--- src/rtl/sort_engine.sv ---
// Frame sorter: loads up to N words, runs N odd-even transposition phases, streams the frame out ascending.
// Define SORT_SIGNED_EN to compare words as two's-complement instead of unsigned.
module sort_cas #(
  parameter int WIDTH = 32
) (
  input  logic [WIDTH-1:0] lo_i,
  input  logic [WIDTH-1:0] hi_i,
  output logic             swap_o
);
  // Strict compare keeps equal words in place, so the sort is stable.
`ifdef SORT_SIGNED_EN
  assign swap_o = $signed(lo_i) > $signed(hi_i);
`else
  assign swap_o = lo_i > hi_i;
`endif
endmodule

module sort_engine #(
  parameter int WIDTH = 32,
  parameter int N     = 8
) (
  input  logic             clk,
  input  logic             rst,
  input  logic             in_valid,
  output logic             in_ready,
  input  logic [WIDTH-1:0] in_data,
  input  logic             in_last,
  output logic             out_valid,
  input  logic             out_ready,
  output logic [WIDTH-1:0] out_data,
  output logic             out_last,
  output logic             busy
);
  localparam int CW = $clog2(N + 1);
  localparam int IW = $clog2(N);
`ifdef SORT_SIGNED_EN
  localparam logic [WIDTH-1:0] PADMAX = {1'b0, {(WIDTH-1){1'b1}}};
`else
  localparam logic [WIDTH-1:0] PADMAX = {WIDTH{1'b1}};
`endif

  typedef enum logic [1:0] {S_LOAD, S_SORT, S_OUT} state_e;

  state_e                       state_q, state_d;
  logic [N-1:0][WIDTH-1:0]      data_q, data_d;
  logic [N-1:0][WIDTH-1:0]      sorted;
  logic [CW-1:0]                count_q, count_d;
  logic [IW-1:0]                idx_q, idx_d;
  logic [IW-1:0]                phase_q, phase_d;
  logic [N-2:0]                 swap, act;

  // One compare/swap lane per adjacent pair; even phases use even pairs, odd phases odd pairs.
  for (genvar k = 0; k < N-1; k++) begin : g_cas
    sort_cas #(.WIDTH(WIDTH)) u_cas (
      .lo_i   (data_q[k]),
      .hi_i   (data_q[k+1]),
      .swap_o (swap[k])
    );
    assign act[k] = swap[k] & (phase_q[0] == 1'(k % 2));
  end

  for (genvar j = 0; j < N; j++) begin : g_slot
    if (j == 0) begin : g_first
      assign sorted[j] = act[j] ? data_q[j+1] : data_q[j];
    end else if (j == N-1) begin : g_last
      assign sorted[j] = act[j-1] ? data_q[j-1] : data_q[j];
    end else begin : g_mid
      assign sorted[j] = act[j]   ? data_q[j+1] :
                         act[j-1] ? data_q[j-1] : data_q[j];
    end
  end

  assign out_valid = (state_q == S_OUT);
  assign out_data  = out_valid ? data_q[idx_q] : '0;
  assign out_last  = out_valid && (CW'(idx_q) == count_q - CW'(1));
  assign busy      = (state_q != S_LOAD);

  always_comb begin
    state_d  = state_q;
    data_d   = data_q;
    count_d  = count_q;
    idx_d    = idx_q;
    phase_d  = phase_q;
    in_ready = 1'b0;
    case (state_q)
      S_LOAD: begin
        in_ready = 1'b1;
        if (in_valid) begin
          data_d[count_q[IW-1:0]] = in_data;
          count_d = count_q + CW'(1);
          if (in_last || count_q == CW'(N-1)) begin
            state_d = S_SORT;
            phase_d = '0;
            // Unused slots sort to the end and are never streamed out.
            for (int i = 0; i < N; i++)
              if (CW'(i) > count_q) data_d[i] = PADMAX;
          end
        end
      end
      S_SORT: begin
        data_d  = sorted;
        phase_d = phase_q + IW'(1);
        if (phase_q == IW'(N-1)) begin
          state_d = S_OUT;
          idx_d   = '0;
        end
      end
      S_OUT: begin
        if (out_ready) begin
          if (out_last) begin
            state_d = S_LOAD;
            count_d = '0;
            idx_d   = '0;
          end else begin
            idx_d = idx_q + IW'(1);
          end
        end
      end
      default: state_d = S_LOAD;
    endcase
  end

  always_ff @(posedge clk) begin
    if (rst) begin
      state_q <= S_LOAD;
      data_q  <= '0;
      count_q <= '0;
      idx_q   <= '0;
      phase_q <= '0;
    end else begin
      state_q <= state_d;
      data_q  <= data_d;
      count_q <= count_d;
      idx_q   <= idx_d;
      phase_q <= phase_d;
    end
  end
endmodule
--- config.mk ---
export PLATFORM = sky130hd
export DESIGN_NAME = sort_engine
export DESIGN_NICKNAME = d
export VERILOG_FILES = /design/src/rtl/sort_engine.sv
export SDC_FILE = /design/constraint.sdc
export NUM_CORES = 2
export LEC_CHECK = 0
export CORE_AREA = 4 4 288 290
export CTS_CLUSTER_DIAMETER = 150
export DETAILED_ROUTE_END_ITERATION = 8
export DIE_AREA = 0 0 292 294
export PLACE_DENSITY = 0.42
export REMOVE_ABC_BUFFERS = 1
export SLEW_MARGIN = 0
export SYNTH_ARGS = -nofsm -noshare
export SYNTH_HDL_FRONTEND = slang
export SYNTH_SLANG_ARGS = --single-unit
--- constraint.sdc ---
create_clock -name clk -period 5.8 [get_ports clk]
set_clock_uncertainty 0.1 [all_clocks]
set_input_delay 0.87 -clock clk [delete_from_list [all_inputs] [get_ports clk]]
set_output_delay 0.87 -clock clk [all_outputs]
set_load 0.05 [all_outputs]
## Word-level counts from Yosys, hierarchy flattened

Index checks and enable logic that the tools add are counted.

| word-level totals | value |
|---|---|
| register bits | 268 |
| input port bits | 37 |
| output and inout port bits | 36 |
| word-level logic and storage cells | 129 |

| operators by class | value |
|---|---|
| add/sub/neg operators | 4 |
| order comparisons | 18 |
| equal/unequal tests | 18 |
| multiplexer cells | 49 |
| bitwise logic cells | 8 |
| reductions and logical operators | 20 |

Operators with widths:

| cell | number |
|---|---|
| $mux 32 | 25 |
| $mux 256 | 2 |
| $pmux 256 s2 | 1 |
| $bwmux 256 | 1 |
| $gt 32x32->1 | 7 |
| $bmux 32 s3 | 1 |
| $demux 32 s3 | 1 |
| $reduce_and 3->1 | 10 |
| $ne 3x3->1 const B | 6 |
| $gt 3x4->1 const A | 4 |
| $mux 3 | 5 |
| $mux 4 | 3 |
| $pmux 3 s2 | 2 |
| $mux 2 | 5 |
| $ne 2x2->1 const B | 5 |
| $gt 1x4->1 const A | 2 |
| $gt 2x4->1 const A | 2 |
| $lt 3x4->1 const B | 2 |
| $pmux 4 s2 | 1 |
| $reduce_bool 2->1 | 4 |
| $and 1x1->1 | 7 |
| $add 3x1->3 const B | 2 |
| $pmux 2 s3 | 1 |
| $reduce_and 5->1 | 1 |
| other kinds (15) | 17 |

## Longest topological paths before layout

| depth | value |
|---|---|
| depth in word-level cells | 9 |
| mapped depth | 11 |
| depth with buffers taken out | 9 |

## By module

A second synthesis with hierarchy kept.

| unflattened totals | value |
|---|---|
| cell total of the unflattened synthesis | 3061 |
| area total of the unflattened synthesis | 22969.5 µm² |

Modules (own cells, without submodules):

| module | instances | cells each | area each (µm²) |
|---|---|---|---|
| sort_engine | 1 | 2277 | 17329.1 |
| sort_cas | 7 | 112 | 805.8 |

## Least setup slack after synthesis

Ideal clock, no wire load.

| timing | value |
|---|---|
| path type | register to output |
| start point | register idx_q[1] |
| end point | output out_data[10] |
| arrival | 2.675 ns |
| data required time | 4.830 ns |
| setup slack | 2.155 ns |
| cell stages (with the launch flop) | 7 |
| path buffers | 3 |
| cell sequence | dfxtp_1 -> buf_1 -> clkbuf_1 -> clkbuf_1 -> mux4_2 -> mux2i_1 -> nor2_1 |

| on the way | value |
|---|---|
| word-level cells in the longest chain between the ends | 3 |

Ends and longest elaborated chain:

| what | RTL line | text |
|---|---|---|
| start: declaration | 48 | `logic [IW-1:0] idx_q, idx_d;` |
| start signal: assignment | 134 | `idx_q <= idx_d;` |
| $bmux 32 s3 | 74 | `assign out_data = out_valid ? data_q[idx_q] : '0;` |
| $mux 32 (implied by the code) | 74 |  |
| $mux 32 | 74 |  |
| end: declaration | 30 | `output logic [WIDTH-1:0] out_data,` |

No other way between the ends. The select of a mux whose other input is x is not followed.

## Final worst setup path

| timing | value |
|---|---|
| start point | register count_q[1] |
| end point | output out_last |

| on the way | value |
|---|---|
| word-level cells in the longest chain between the ends | 3 |

Ends and longest elaborated chain:

| what | RTL line | text |
|---|---|---|
| start: declaration | 47 | `logic [CW-1:0] count_q, count_d;` |
| start signal: assignment | 133 | `count_q <= count_d;` |
| $sub 4x1->4 | 75 | `assign out_last = out_valid && (CW'(idx_q) == count_q - CW'(1));` |
| $eq 3x4->1 | 75 |  |
| $logic_and 1x1->1 | 75 |  |
| end: declaration | 31 | `output logic out_last,` |

No other way between the ends.

==> flow_summary.yaml <==
outcome:
  status: "complete, no violations"
critical_path:
  regToRegSetupSlack_ps: 1310
  worst_path_max_delay_cell: "clkdlybuf4s50_1"
  critPathBufInv: 2
  setup.worst_path.end_class: "primary output"
  reg2regPathDepth: 10
  cp_cell_sequence: "inv_1, ha_1, xor2_1, or4b_1, a211oi_1, and2_1, clkdlybuf4s50_1"
  max_stage_delay_ps: 800
  crit_type: "reg -> out"
  crit_arrival_ps: 3850
  crit_fanout: 14
  reg2reg_to: "data_q[159]"
  cp-startpoint: "count_q[1]"
  worst_setup_path_start_kind: "flop"
  timing.critical_path.max_delay_family: "buffers and inverters"
  required_ps: 4830
  r2r-start: "data_q[153]"
timing:
  whs_ps: 423.0
  setup_ws_ps: 976.1
  slew_headroom_pct: 13.25
  setup_violations: 0
  hold_violations: 0
  slew_violations: 0
  fin_crit_sh_pct: 83.17
  clock.fmax_ghz: 0.2073
  tns_ps: 0
  worstMarginPinSlew_ps: 1298
  period_minus_slack_ps: 4824
  rsz0062_at_grt: "false"
power_and_ir_drop:
  p_leak_nw: 9.386
  power_density_nw_per_um2: 343.9
  worst_ir_drop_vdd_uv: 179.1
cts:
  cts_setup_buffers: 0
  cts_sinks: 268
  clkSlewWorstSetupHoldPaths_ps: 60
  cts-resized-gates: 0
  clock_tree.buffer_depth: 3
  cts_max_level: 2
  clock_latency_ps: 570
  cts_buffers: 38
  cts_tree: "yes"
  holdBufCountCts: 0
  cts_root_buffer: "clkbuf_16"
drt:
  num_vias: 25402
  drc: 0
  routed_via_density: 6.111
  detail-route-antenna-nets: 0
  drt-initial-drc-count: 2265
  wl_per_cell_um: 26.54
  firstDrtPassIters: 6
  wl_um: 110300
place:
  portBuffers: 72
  place_hpwl_um: 80430
  place_congestion: 0.9033
  pre_cts_ws_ps: 1429
  place_inst: 4093
  dpl_cell_area_um2: 26380
synthesis:
  yosysSeqAreaShare_pct: 21.63
  ys_async_sr_fraction_pct: 0
  syn_avg_cell_area_um2: 7.726
  ys_ff_latch: 268
  ys_types: 74
  synth-main-ff-cell: "dfxtp_1"
  synth_edf_count: 0
  yosysWarnings: 0
  netlist_area_um2: 24810
  syn-instance-count: 3211
global_routing:
  grt_start_max_net_pins: 114
  track_usage_pct: 24.89
  grt_pass1_vias: 25545
  grt_pass1_wl_um: 165100
  grt_antenna_before_repair: 0
  grt.overflow.total: 0
die:
  start_util_pct: 30.90
  core_um2: 80290
  ios: 73
  row_count: 104
  die_y_um: 294
  dieWidth_um: 292
  die_area_um2: 85850
final_layout:
  fillCellCount: 8416
  area_delta_synth_final_pct: 11.08
  final_cells: 4157
  design_area_um2: 27560
  n_antenna_cell: 0
  final_nets: 3340
  drive_gt1_share_pct: 7.459
hold_path:
  hold_end: "phase_q[1]"
  hp-class: "reg -> reg"
  hp-start: "phase_q[1]"
  hold_depth: 2
job:
  maxCapViolations: 0
how the worst max path moves through the flow:
stage               depth (start not counted)     endpoint  slack (ps)
global route                                7     out_last         760
finish                                      7     out_last         980
CTS                                         7     out_last         950
global placement                           10  data_q[154]        1570
floorplan                                   6  data_q[127]       -7980
detailed placement                         10  data_q[139]        1430
worst register-to-register path, cell delays in order, from the launching register on:
cell and delay (ps):
dfxtp_1 450, inv_1 130, ha_1 320, nand4_1 240, or4_1 610, o21ai_1 410
a31oi_4 260, or2_1 720, o31ai_4 330, buf_4 560, mux2i_1 290
where the power goes:
group | internal [mW] | switching [mW]
clock | 1.34 | 0.999
sequential | 2.21 | 0.616
combinational | 1.58 | 2.72
total | 5.14 | 4.34
layout make-up:
type                            instances  area, µm²  share of cell area (%)
Multi-Input combinational cell       2374      17480                   63.44
Sequential cell                       268       5374                   19.50
Tap cell                             1060       1326                   4.813
Timing Repair Buffer                  136       1244                   4.513
Clock buffer                           52       1085                   3.937
Inverter                              255      957.2                   3.473
Clock inverter                         12      88.84                  0.3224
sequential cells by signal, summed over array words and instances, names as in the netlist:
name and count:
count_q 4, data_q 256, idx_q 3, phase_q 3, state_q 2
placed cells by master, fill, tap and decap left out, types with 8 or more instances in the layout:
cell | netlist | layout
a211oi_1 | 37 | 37
a21o_1 | 12 | 12
a21oi_1 | 198 | 193
a311oi_1 | 36 | 35
a31oi_1 | 136 | 130
a32o_1 | 88 | 88
a41o_1 | 9 | 9
and4_1 | 12 | 12
buf_4 | 7 | 61
clkbuf_16 | 0 | 39
clkdlybuf4s50_1 | 0 | 71
clkinv_2 | 0 | 10
dfxtp_1 | 268 | 265
ha_1 | 230 | 230
inv_1 | 252 | 252
mux2i_1 | 128 | 128
mux4_2 | 64 | 64
nand2_1 | 432 | 432
nand2b_1 | 105 | 104
nand3_1 | 36 | 35
nand4_1 | 46 | 46
nor2_1 | 135 | 131
nor2b_1 | 11 | 11
nor3_1 | 49 | 46
nor4_1 | 8 | 8
nor4b_1 | 8 | 8
o211ai_1 | 288 | 288
o21a_1 | 36 | 36
o21ai_0 | 77 | 77
o21ai_1 | 12 | 12
o22ai_1 | 32 | 32
o311ai_0 | 32 | 32
o31ai_1 | 35 | 34
or3_1 | 11 | 11
cell usage after synthesis, drive strengths merged, types with 41 or more instances:
cell type	instances	share of area, %
a32o	88	3.6
inv	255	3.9
o211ai	288	8.7
nand2b	105	2.6
clkbuf	273	4.1
nor2	135	2.0
nand4	46	1.2
a21oi	199	4.0
mux2i	128	5.2
buf	41	0.99
dfxtp	268	22
nor3	49	0.99
nand2	432	6.5
mux4	64	5.8
o21ai	92	1.9
a31oi	136	3.4
ha	230	12
routing by layer:
layer,GRT usage [%],routed length [µm]
met3,2.551,4913
met1,31.20,46520
met4,10.89,5477
met2,43.36,53410
met5,0,0
cell families after synthesis:
group                      share of synthesized area [%]
AOI/OAI and AO/OA                                  30.39
buffers and inverters                              8.977
adders and majority gates                          11.60
and+or+nand+nor                                    16.25
DFF                                                21.63
muxes                                              10.97
xor gates and xnor gates                          0.1766
per-stage QoR:
stage	power, mW	util, %
floorplan	5.372	-
global placement	7.010	32.86
detailed placement	7.107	32.86
CTS	9.497	34.32
global route	10.11	34.32
finish	9.476	34.32
No activity file was read; power rests on OpenSTA's default activity.
